`config.mk`:
```
export PLATFORM = sky130hd
export DESIGN_NAME = a_dmx_stim_param
export DESIGN_NICKNAME = d
export VERILOG_FILES = /design/src/rtl/a_dmx_stim_param.sv
export SDC_FILE = /design/constraint.sdc
export NUM_CORES = 1
export LEC_CHECK = 0
export CAP_MARGIN = 10
export CORE_ASPECT_RATIO = 1.1
export CORE_UTILIZATION = 50
export DETAILED_ROUTE_END_ITERATION = 8
export GPL_TIMING_DRIVEN = 0
export PLACE_DENSITY = 0.89
export RECOVER_POWER = 25
export SLEW_MARGIN = 20
export SYNTH_ARGS = -nofsm -noshare
export SYNTH_HDL_FRONTEND = slang
export SYNTH_SLANG_ARGS = --single-unit
```
`constraint.sdc`:
```
create_clock -name clk_ref -period 2.8 [get_ports clk_ref]
set_input_delay 0.42 -clock clk_ref [delete_from_list [all_inputs] [get_ports clk_ref]]
set_output_delay 0.42 -clock clk_ref [all_outputs]
set_load 0.02 [all_outputs]
```
`src/rtl/a_dmx_stim_param.sv`:
```
// Packs RATIO stimulus words into one DUT word; r_incr_o requests, capture one cycle later, r_o/r_dv_o
// update on the edge that captures the last slot. stop_i pauses requests without losing in-flight words.
module a_dmx_stim_param #(
    parameter int IN_W  = 64,
    parameter int RATIO = 2,
    parameter int CNT_W = 16
) (
    input  logic                  clk_ref,
    input  logic                  rst,
    input  logic                  run_i,
    input  logic                  start_verif_i,
    input  logic                  egal_clk_ref_i,
    input  logic                  stop_i,
    input  logic [IN_W-1:0]       stimu_i,
    output logic                  r_incr_o,
    output logic [IN_W*RATIO-1:0] r_o,
    output logic                  r_dv_o,
    output logic [CNT_W-1:0]      r_nb_word_o
);

    localparam int SLOT_W = $clog2(RATIO + 1);
    localparam logic [SLOT_W-1:0] RATIO_C   = SLOT_W'(RATIO);
    localparam logic [SLOT_W-1:0] LAST_SLOT = SLOT_W'(RATIO - 1);

    typedef enum logic [1:0] {IDLE, GATHER, PAUSE} state_t;

    state_t                  state;
    logic                    cap_en;
    logic                    egal_q;
    logic [SLOT_W-1:0]       req_cnt;
    logic [SLOT_W-1:0]       cap_slot;
    logic [SLOT_W-1:0]       req_nxt;
    logic [IN_W*RATIO-1:0]   shadow;

    always_comb begin
        req_nxt = r_incr_o ? req_cnt + 1'b1 : req_cnt;
    end

    always_ff @(posedge clk_ref) begin
        if (rst) begin
            state       <= IDLE;
            r_incr_o    <= 1'b0;
            r_dv_o      <= 1'b0;
            r_o         <= '0;
            r_nb_word_o <= '0;
            cap_en      <= 1'b0;
            egal_q      <= 1'b0;
            req_cnt     <= '0;
            cap_slot    <= '0;
            shadow      <= '0;
        end else begin
            cap_en <= r_incr_o;
            r_dv_o <= 1'b0;

            if (cap_en) begin
                if (cap_slot == LAST_SLOT) begin
                    r_o                              <= shadow;
                    r_o[(RATIO-1)*IN_W +: IN_W]      <= stimu_i;
                    r_dv_o                           <= 1'b1;
                    r_nb_word_o                      <= r_nb_word_o + 1'b1;
                    cap_slot                         <= '0;
                end else begin
                    shadow[cap_slot*IN_W +: IN_W]    <= stimu_i;
                    cap_slot                         <= cap_slot + 1'b1;
                end
            end

            case (state)
                IDLE: begin
                    if (!stop_i && (egal_clk_ref_i ? start_verif_i : run_i)) begin
                        state    <= GATHER;
                        r_incr_o <= 1'b1;
                        req_cnt  <= '0;
                        cap_slot <= '0;
                        egal_q   <= egal_clk_ref_i;
                    end
                end
                GATHER: begin
                    req_cnt <= req_nxt;
                    if (stop_i) begin
                        r_incr_o <= 1'b0;
                        state    <= PAUSE;
                    end else if (!r_incr_o) begin
                        // all requests issued; the final capture lands on this edge
                        state <= IDLE;
                    end else if (req_nxt == RATIO_C) begin
                        if (!egal_q && run_i) begin
                            req_cnt <= '0;
                        end else begin
                            r_incr_o <= 1'b0;
                        end
                    end
                end
                PAUSE: begin
                    if (!stop_i) begin
                        if (req_cnt == RATIO_C) begin
                            state <= IDLE;
                        end else begin
                            state    <= GATHER;
                            r_incr_o <= 1'b1;
                        end
                    end
                end
                default: state <= IDLE;
            endcase
        end
    end

endmodule
```
### Word level (Yosys, flattened, before mapping)

Index checks and enable logic that the tools add are counted.
W data, S select, Z words.

* register bits: 282
* output and inout bits: 146
* word-level logic and storage cells: 69

* add/subtract/negate cells: 4
* equality and inequality tests: 9
* shifts and indexed selects: 2
* multiplexer cells: 28
* bitwise logic cells: 2
* reduce and logical (&&, ||, !) cells: 14

Operators with widths (count)
* $bwmux W128: 1
* $shift A64 B34 Y128 const A: 1
* $shiftx A64 B34 Y128: 1
* $neg A8 Y34: 1
* $mux W2: 14
* $add A16 B1 Y16 const B: 1
* $mux W1: 10
* $reduce_and A2 Y1: 4
* $eq A2 B2 Y1 const B: 3
* $ne A2 B2 Y1 const B: 3
* $pmux W2 S3: 1
* $add A2 B1 Y2 const B: 2
* $eq A2 B1 Y1 const B: 2
* $pmux W2 S2: 1
* $reduce_and A4 Y1: 1
* $ne A3 B3 Y1 const B: 1
* $pmux W1 S3: 1
* $reduce_and A3 Y1: 1
* $reduce_bool A3 Y1: 1
* $logic_and A1 B1 Y1: 2
* $logic_not A1 Y1: 2
* $logic_not A2 Y1: 1
* $not A1 Y1: 2
* $reduce_bool A2 Y1: 1
* $reduce_or A2 Y1: 1

### Longest topological paths before layout

Gate-level depths: netlist (run 1).

* depth in word-level cells: 7
* depth in mapped cells: 8
* depth with buffers taken out: 6

### Worst setup path after synthesis (run 1)

No wires, ideal clock.

* path kind: reg2reg
* start: register cap_slot[1]
* end: register shadow[55]
* library setup time: 0.128 ns
* data arrival time: 1.409 ns
* required time: 2.672 ns
* setup slack: 1.263 ns
* stages on the path, launching flop included: 8
* buffers on the path: 2
* clock period less this slack: 1.537 ns
* cells stage by stage: dfxtp_1 inv_1 ha_1 nand3b_1 clkbuf_1 buf_2 a22oi_1 nor2_1

* longest elaborated chain between the ends: 3

Ends and longest elaborated chain
* start: declaration: RTL line 31 `logic [SLOT_W-1:0] cap_slot;`
* start signal: assignment: RTL line 64 `cap_slot <= cap_slot + 1'b1;`
* $neg A8 Y34 or $eq A2 B1 Y1 (tied branches): RTL line 63, 56
* $shiftx A64 B34 Y128, or another cell as far along: RTL line 63 `shadow[cap_slot*IN_W +: IN_W] <= stimu_i;`
* $bwmux W128 or $reduce_and A2 Y1 (tied branches)
* end signal: indexed assignment: RTL line 63
* end: declaration: RTL line 33 `logic [IN_W*RATIO-1:0] shadow;`

Several ways; a longest one is shown, not always the timed one.
A chain may end at the register's enable or synchronous reset.

### Final worst setup path (run 1)

* start: register cap_slot[0]
* end: register shadow[6]

Same word-level chain as after synthesis.

==> metrics.yaml, run 1 <==
run_status:
  status: "completed"
cells_and_area:
  fin_area_um2: 10730
  diodes: 0
  final_net_count: 1217
  multi_input_area_um2: 2972
  mostFrequentLayoutCells: "nand2_1, dfxtp_1, clkdlybuf4s50_1"
  layout.cells.most_common: "nand2_1"
  postLayoutCoreUtil_pct: 71.53
  syn_to_final_growth_pct: 40.38
  fin_cells: 1349
  layout-drive-gt1-share_pct: 5.464
  fillers: 1142
  register_area_um2: 4364
placement:
  pre_cts_ws_ns: 0.5112
  io_buffers: 215
  dpl_cell_area_um2: 10040
  gp_congestion: 0.8380
  dp_hpwl_um: 15130
  dp_cells: 1315
cts:
  cts_made_buffers: 21
  clk_path_buf_depth: 3
  cts_root_buf: "clkbuf_16"
  post_cts_resized: 0
  postCtsHoldBufs: 0
  clk_pin_slew_ns: 0.06
  cts_tree: "done"
  clock_sinks: 218
  clk_latency_ns: 0.49
  ctsHtreeMaxLevel: 1
  post_cts_buffers: 0
route:
  viasPerCell: 5.296
  route.detailed.drc: 0
  ant_nets: 0
  first_iter_violations: 524
  drt_wl_total_um: 21600
  wire_per_inst_um: 16.01
  dr_total_vias: 7144
  firstDrtPassIters: 5
setup_path:
  startpoint_type: "flop"
  endpoint_kind: "flop"
  slowest_delay_ns: 0.53
  path_cells: "ha_1, nand3b_1, clkbuf_1, buf_2, a22oi_1, nor2_1"
  crit_required_ns: 3.21
  crit_fanout: 10
  cp_slowest_cell: "clkbuf_1"
  crit_type: "flop to flop"
  arrival_ns: 2.56
die:
  rows: 47
  initial_core_util_pct: 50.96
  die_w_um: 119.9
  io_pins: 216
  core_um2: 15000
  fp.dieArea_um2: 15780
  die_h_um: 131.7
grt:
  grt_pass1_vias: 6751
  grt_usage_pct: 27.05
  grt_max_degree: 16
  grt_pass1_wl_um: 34380
  overflow: 0
  antenna_found_initial: 0
synthesis:
  syn_nets: 979
  yosysUniqueCellTypes: 32
  syn-cell-area_um2: 7641
  ys.flop_type: "dfxtp_1"
  ys_seq_area_share_pct: 57.11
  syn_inst: 904
  async_flop_share_pct: 0
  synth.avg_cell_area_um2: 8.453
  ys_warn_count: 0
  synth_edf_count: 0
  synth-seq-cells: 218
timing:
  rsz0062_at_grt: "no"
  setup_tns_ns: 0
  skew_ns: 0.008582
  hold_viol_final: 0
  finalMaxSlewViolations: 0
  fin_ws_ns: 0.6522
  period_share_pct: 76.71
  holdWs_ns: 0.4485
  period_minus_slack_ns: 2.148
  worstMarginPinSlew_ns: 0.9731
  maxSlewHeadroom_pct: 34.53
  finalSetupViolations: 0
  max_freq_mhz: 465.6
power:
  power.density_nw_per_um2: 599.9
  power_mw: 6.435
  vdd_drop_max_v: 0.0004780
  p_leak_nw: 3.867
flow_run:
  drv_cap: 0
worst_hold_path:
  holdCritPathClass: "flop to flop"
flip-flops by register name (all words and copies together) (netlist names):
register / flops
state: 2
r_o: 128
r_incr_o: 1
shadow: 64
cap_en: 1
egal_q: 1
cap_slot: 2
r_dv_o: 1
r_nb_word_o: 16
req_cnt: 2
final cells by class:
| cell class | instances | share of cell area, % |
|---|---|---|
| sequential | 218 | 40.69 |
| multi-input combinational | 613 | 27.70 |
| timing repair buffer | 215 | 20.06 |
| clock buffer | 30 | 5.961 |
| buffer | 66 | 2.601 |
| tap | 196 | 2.286 |
| clock inverter | 4 | 0.4549 |
| inverter | 7 | 0.2450 |
synth_stat cells (5+ instances only):
| cell type | count | area [um^2] |
|---|---|---|
| dfxtp_1 | 218 | 4364 |
| inv_1 | 7 | 26.28 |
| a21oi_1 | 133 | 665.6 |
| buf_1 | 5 | 18.77 |
| nand2_1 | 263 | 987.2 |
| buf_2 | 25 | 125.1 |
| xnor2_1 | 10 | 87.58 |
| nor3_1 | 9 | 45.04 |
| ha_1 | 5 | 62.56 |
| nand3_1 | 7 | 35.03 |
| a22oi_1 | 64 | 480.5 |
| clkbuf_1 | 36 | 135.1 |
| nor2_1 | 84 | 315.3 |
| nor4_1 | 5 | 31.28 |
critical path, delay by kind of cell (launching register included):
family                   cells  cell delay [ns]
AO/OA/AOI/OAI                1             0.13
AND/OR/NAND/NOR              2             0.32
buffers and inverters        2             0.88
flip-flops                   1             0.46
adder cells (fa/ha/maj)      1             0.28
final timing paths:
check	to	startpoint	slack, ns	cells past startpoint
min reg2reg	r_o[50]	r_o[50]	0.45	2
max reg2reg	shadow[6]	cap_slot[0]	0.65	6
min	r_o[50]	r_o[50]	0.45	2
max	shadow[6]	cap_slot[0]	0.65	6
cell families (layout without fill, tap and decap cells):
kind of cell             Yosys count  in the layout  share of synthesized area, %
flip-flops                       218            218                         57.11
AO/OA/AOI/OAI                    201            201                         15.38
adder cells (fa/ha/maj)            5              5                        0.8187
buffers and inverters             73            322                         3.996
AND/OR/NAND/NOR                  390            390                         20.63
XOR/XNOR                          12             12                         1.375
multiplexers                       5              5                        0.6877
report_power, final:
part           switching (mW)  internal [mW]
logic                   0.239          0.187
registers              0.0392           3.16
clock network            1.14           1.67
total                    1.41           5.02
layer usage:
layer / part of all wire [%] / GRT usage (%) / up-vias / wire, um
li1: - / - / 3482 / -
met2: 49 / 45.79 / 243 / 10620
met1: 41 / 33.05 / 3360 / 8809
met5: 0 / 0 / - / 0
met3: 5.8 / 5.165 / 59 / 1262
met4: 4.2 / 12.29 / 0 / 909
(Power assumes the default switching activity.)
==> inputs of run 2 (changes only) <==
- CORE_UTILIZATION: 50 -> 47
- PLACE_DENSITY: 0.89 -> 0.85
- clock period: 2.8 -> 2.05 ns (I/O delays scaled with it)
==> metrics.yaml, run 2 (same netlist as run 1, synthesis figures left out) <==
cts:
  clk_pin_slew_ns: 0.06  # about the same
  clk_latency_ns: 0.49  # about the same
  cts_tree: "done"
  clock_sinks: 218  # unchanged
  cts_made_buffers: 21  # unchanged
  cts_root_buf: "clkbuf_16"
  postCtsHoldBufs: 0  # unchanged
  ctsHtreeMaxLevel: 1  # unchanged
  clk_path_buf_depth: 3  # unchanged
timing:
  period_share_pct: 94.95  # +18 points
  max_freq_mhz: 513.8  # +10%
  period_minus_slack_ns: 1.946  # -0.2014 ns
  worstMarginPinSlew_ns: 0.8760  # -0.09713 ns
  setup_tns_ns: 0  # unchanged
  rsz0062_at_grt: "yes"
  maxSlewHeadroom_pct: 41.06  # +6.5 points
  finalSetupViolations: 0  # unchanged
  skew_ns: 0.007754  # -0.0008281 ns
  finalMaxSlewViolations: 0  # unchanged
  hold_viol_final: 0  # unchanged
setup_path:
  r2r_cells: 7  # +1
  arrival_ns: 2.36  # -0.20 ns
  path_delay_family: "buffers and inverters"
  cp.depth: 7  # +1
  crit_required_ns: 2.46  # -0.75 ns
  endpoint_kind: "flop"
  crit_start: "cap_slot[1]"
  slowest_delay_ns: 0.40  # -0.13 ns
  crit_fanout: 10  # unchanged
  critPathCapture: "r_o[41]"
  reg2reg_to: "r_o[41]"
  path_cells: "inv_1, ha_2, nand2_2, buf_2, buf_1, nand2_1, a21oi_1"
  critPathBufInv: 3  # +1
  rrSetupSlack_ns: 0.10  # -0.55 ns
  crit_type: "flop to flop"
  cp_slowest_cell: "buf_1"
  r2r-start: "cap_slot[1]"
  startpoint_type: "flop"
die:
  rows: 48  # +2.1%
  fp.dieArea_um2: 16770  # +6.3%
  initial_core_util_pct: 48.38  # -2.6 points
  die_h_um: 135.7  # +3.1%
  io_pins: 216  # unchanged
  die_w_um: 123.6  # +3.1%
  core_um2: 15800  # +5.3%
route:
  dr_total_vias: 7116  # -0.39%
  drt_wl_total_um: 21460  # -0.68%
  wire_per_inst_um: 15.79  # -1.4%
  viasPerCell: 5.236  # -1.1%
  firstDrtPassIters: 5  # unchanged
  ant_nets: 0  # unchanged
  first_iter_violations: 527  # +0.57%
  route.detailed.drc: 0  # unchanged
cells_and_area:
  layout-drive-gt1-share_pct: 6.299  # +0.83 points
  layout.cells.most_common: "nand2_1"
  top_register: "r_o"
  fin_cells: 1359  # +0.74%
  fillers: 1237  # +8.3%
  fin_area_um2: 10830  # +0.96%
  final_net_count: 1220  # +0.25%
  multi_input_area_um2: 2974  # about the same
  top_regs: "r_o x128, shadow x64, r_nb_word_o x16"
  mostFrequentLayoutCells: "nand2_1, dfxtp_1, clkdlybuf4s50_1"
  diodes: 0  # unchanged
  register_area_um2: 4364  # unchanged
  syn_to_final_growth_pct: 41.72
  largest_reg_flops: 128  # unchanged
placement:
  gp_congestion: 0.8265  # -1.4%
  dpl_cell_area_um2: 10040  # about the same
  io_buffers: 215  # unchanged
  dp_cells: 1319  # +0.30%
  dp_hpwl_um: 15340  # +1.4%
power:
  vdd_drop_max_v: 0.0006167  # +29%
  p_leak_nw: 3.688  # -4.6%
  power.density_nw_per_um2: 844.0  # +41%
  power_mw: 9.139  # +42%
grt:
  grt_max_degree: 16  # unchanged
  grt_usage_pct: 25.32  # -1.7 points
  overflow: 0  # unchanged
  grt_pass1_wl_um: 33590  # -2.3%
  antenna_found_initial: 0  # unchanged
  grt_pass1_vias: 6729  # -0.33%
flow_run:
  drv_cap: 0  # unchanged
run_status:
  status: "completed"
worst_hold_path:
  holdCritPathClass: "input port to flop"
  whs_path_depth: 3  # +1
run 2: cell types whose count changed in the layout (fill, tap and decap cells not counted), moves of 2 or more:
cell / previous run / this run
buf_4: 0 / 3
clkdlybuf4s50_1: 150 / 214
bufinv_16: 1 / 4
dlygate4sd3_1: 65 / 1
clkbuf_1: 39 / 37
clkbuf_2: 0 / 4
clkbuf_8: 8 / 5
run 2: how the worst min path moves through the flow:
| stage | start | to | slack, ns |
|---|---|---|---|
| 4_1_cts | stimu_i[55] | r_o[119] | 0.39 |
| 3_3_place_gp | shadow[57] | r_o[57] | 0.44 |
| 3_5_place_dp | shadow[57] | r_o[57] | 0.44 |
| 6_report | stimu_i[55] | r_o[119] | 0.40 |
| 2_1_floorplan | shadow[0] | r_o[0] | 0.43 |
| 5_1_grt | stimu_i[52] | r_o[116] | 0.41 |
run 2: metal layers:
layer	vias up	track usage, %	wire, um
met3	33	4.630	1299
met1	3366	30.91	8778
li1	3490	-	-
met5	-	0	0
met4	0	7.497	491
met2	227	44.85	10890
run 2: through the flow:
step | setup WS (ns) | hold WS, ns | util [%]
floorplan | 0.5132 | 0.4323 | -
global placement | -0.1267 | 0.4372 | 63.59
detailed placement | -0.1461 | 0.4425 | 63.59
CTS | 0.0004095 | 0.3906 | 68.37
global route | -0.05998 | 0.4125 | 68.56
finish | 0.1036 | 0.4049 | 68.56
run 2: final cells by class:
type	instances	area share, %
Sequential cell	218	40.30
Multi-Input combinational cell	613	27.46
Timing Repair Buffer	218	20.08
Clock buffer	28	5.557
Buffer	66	2.646
Tap cell	200	2.311
Clock inverter	9	1.398
Inverter	7	0.2426
run 2: power by group:
group | leakage (nW) | total [mW] | switching [mW] | internal, mW
Clock | 0.370 | 4.17 | 1.60 | 2.57
Sequential | 1.76 | 4.37 | 0.0535 | 4.32
Combinational | 1.56 | 0.595 | 0.330 | 0.265
Total | 3.69 | 9.14 | 1.99 | 7.15
run 2: tightest hold or removal path: stages:
cell and delay [ns]:
clkdlybuf4s50_1 0.42, nand2_1 0.07, a21oi_1 0.05
run 2: what timing repair did:
action,in CTS,in global routing
gates resized for setup,2,8
buffers inserted,0,3
endpoints found under the setup margin,62,159
pin swaps,0,1
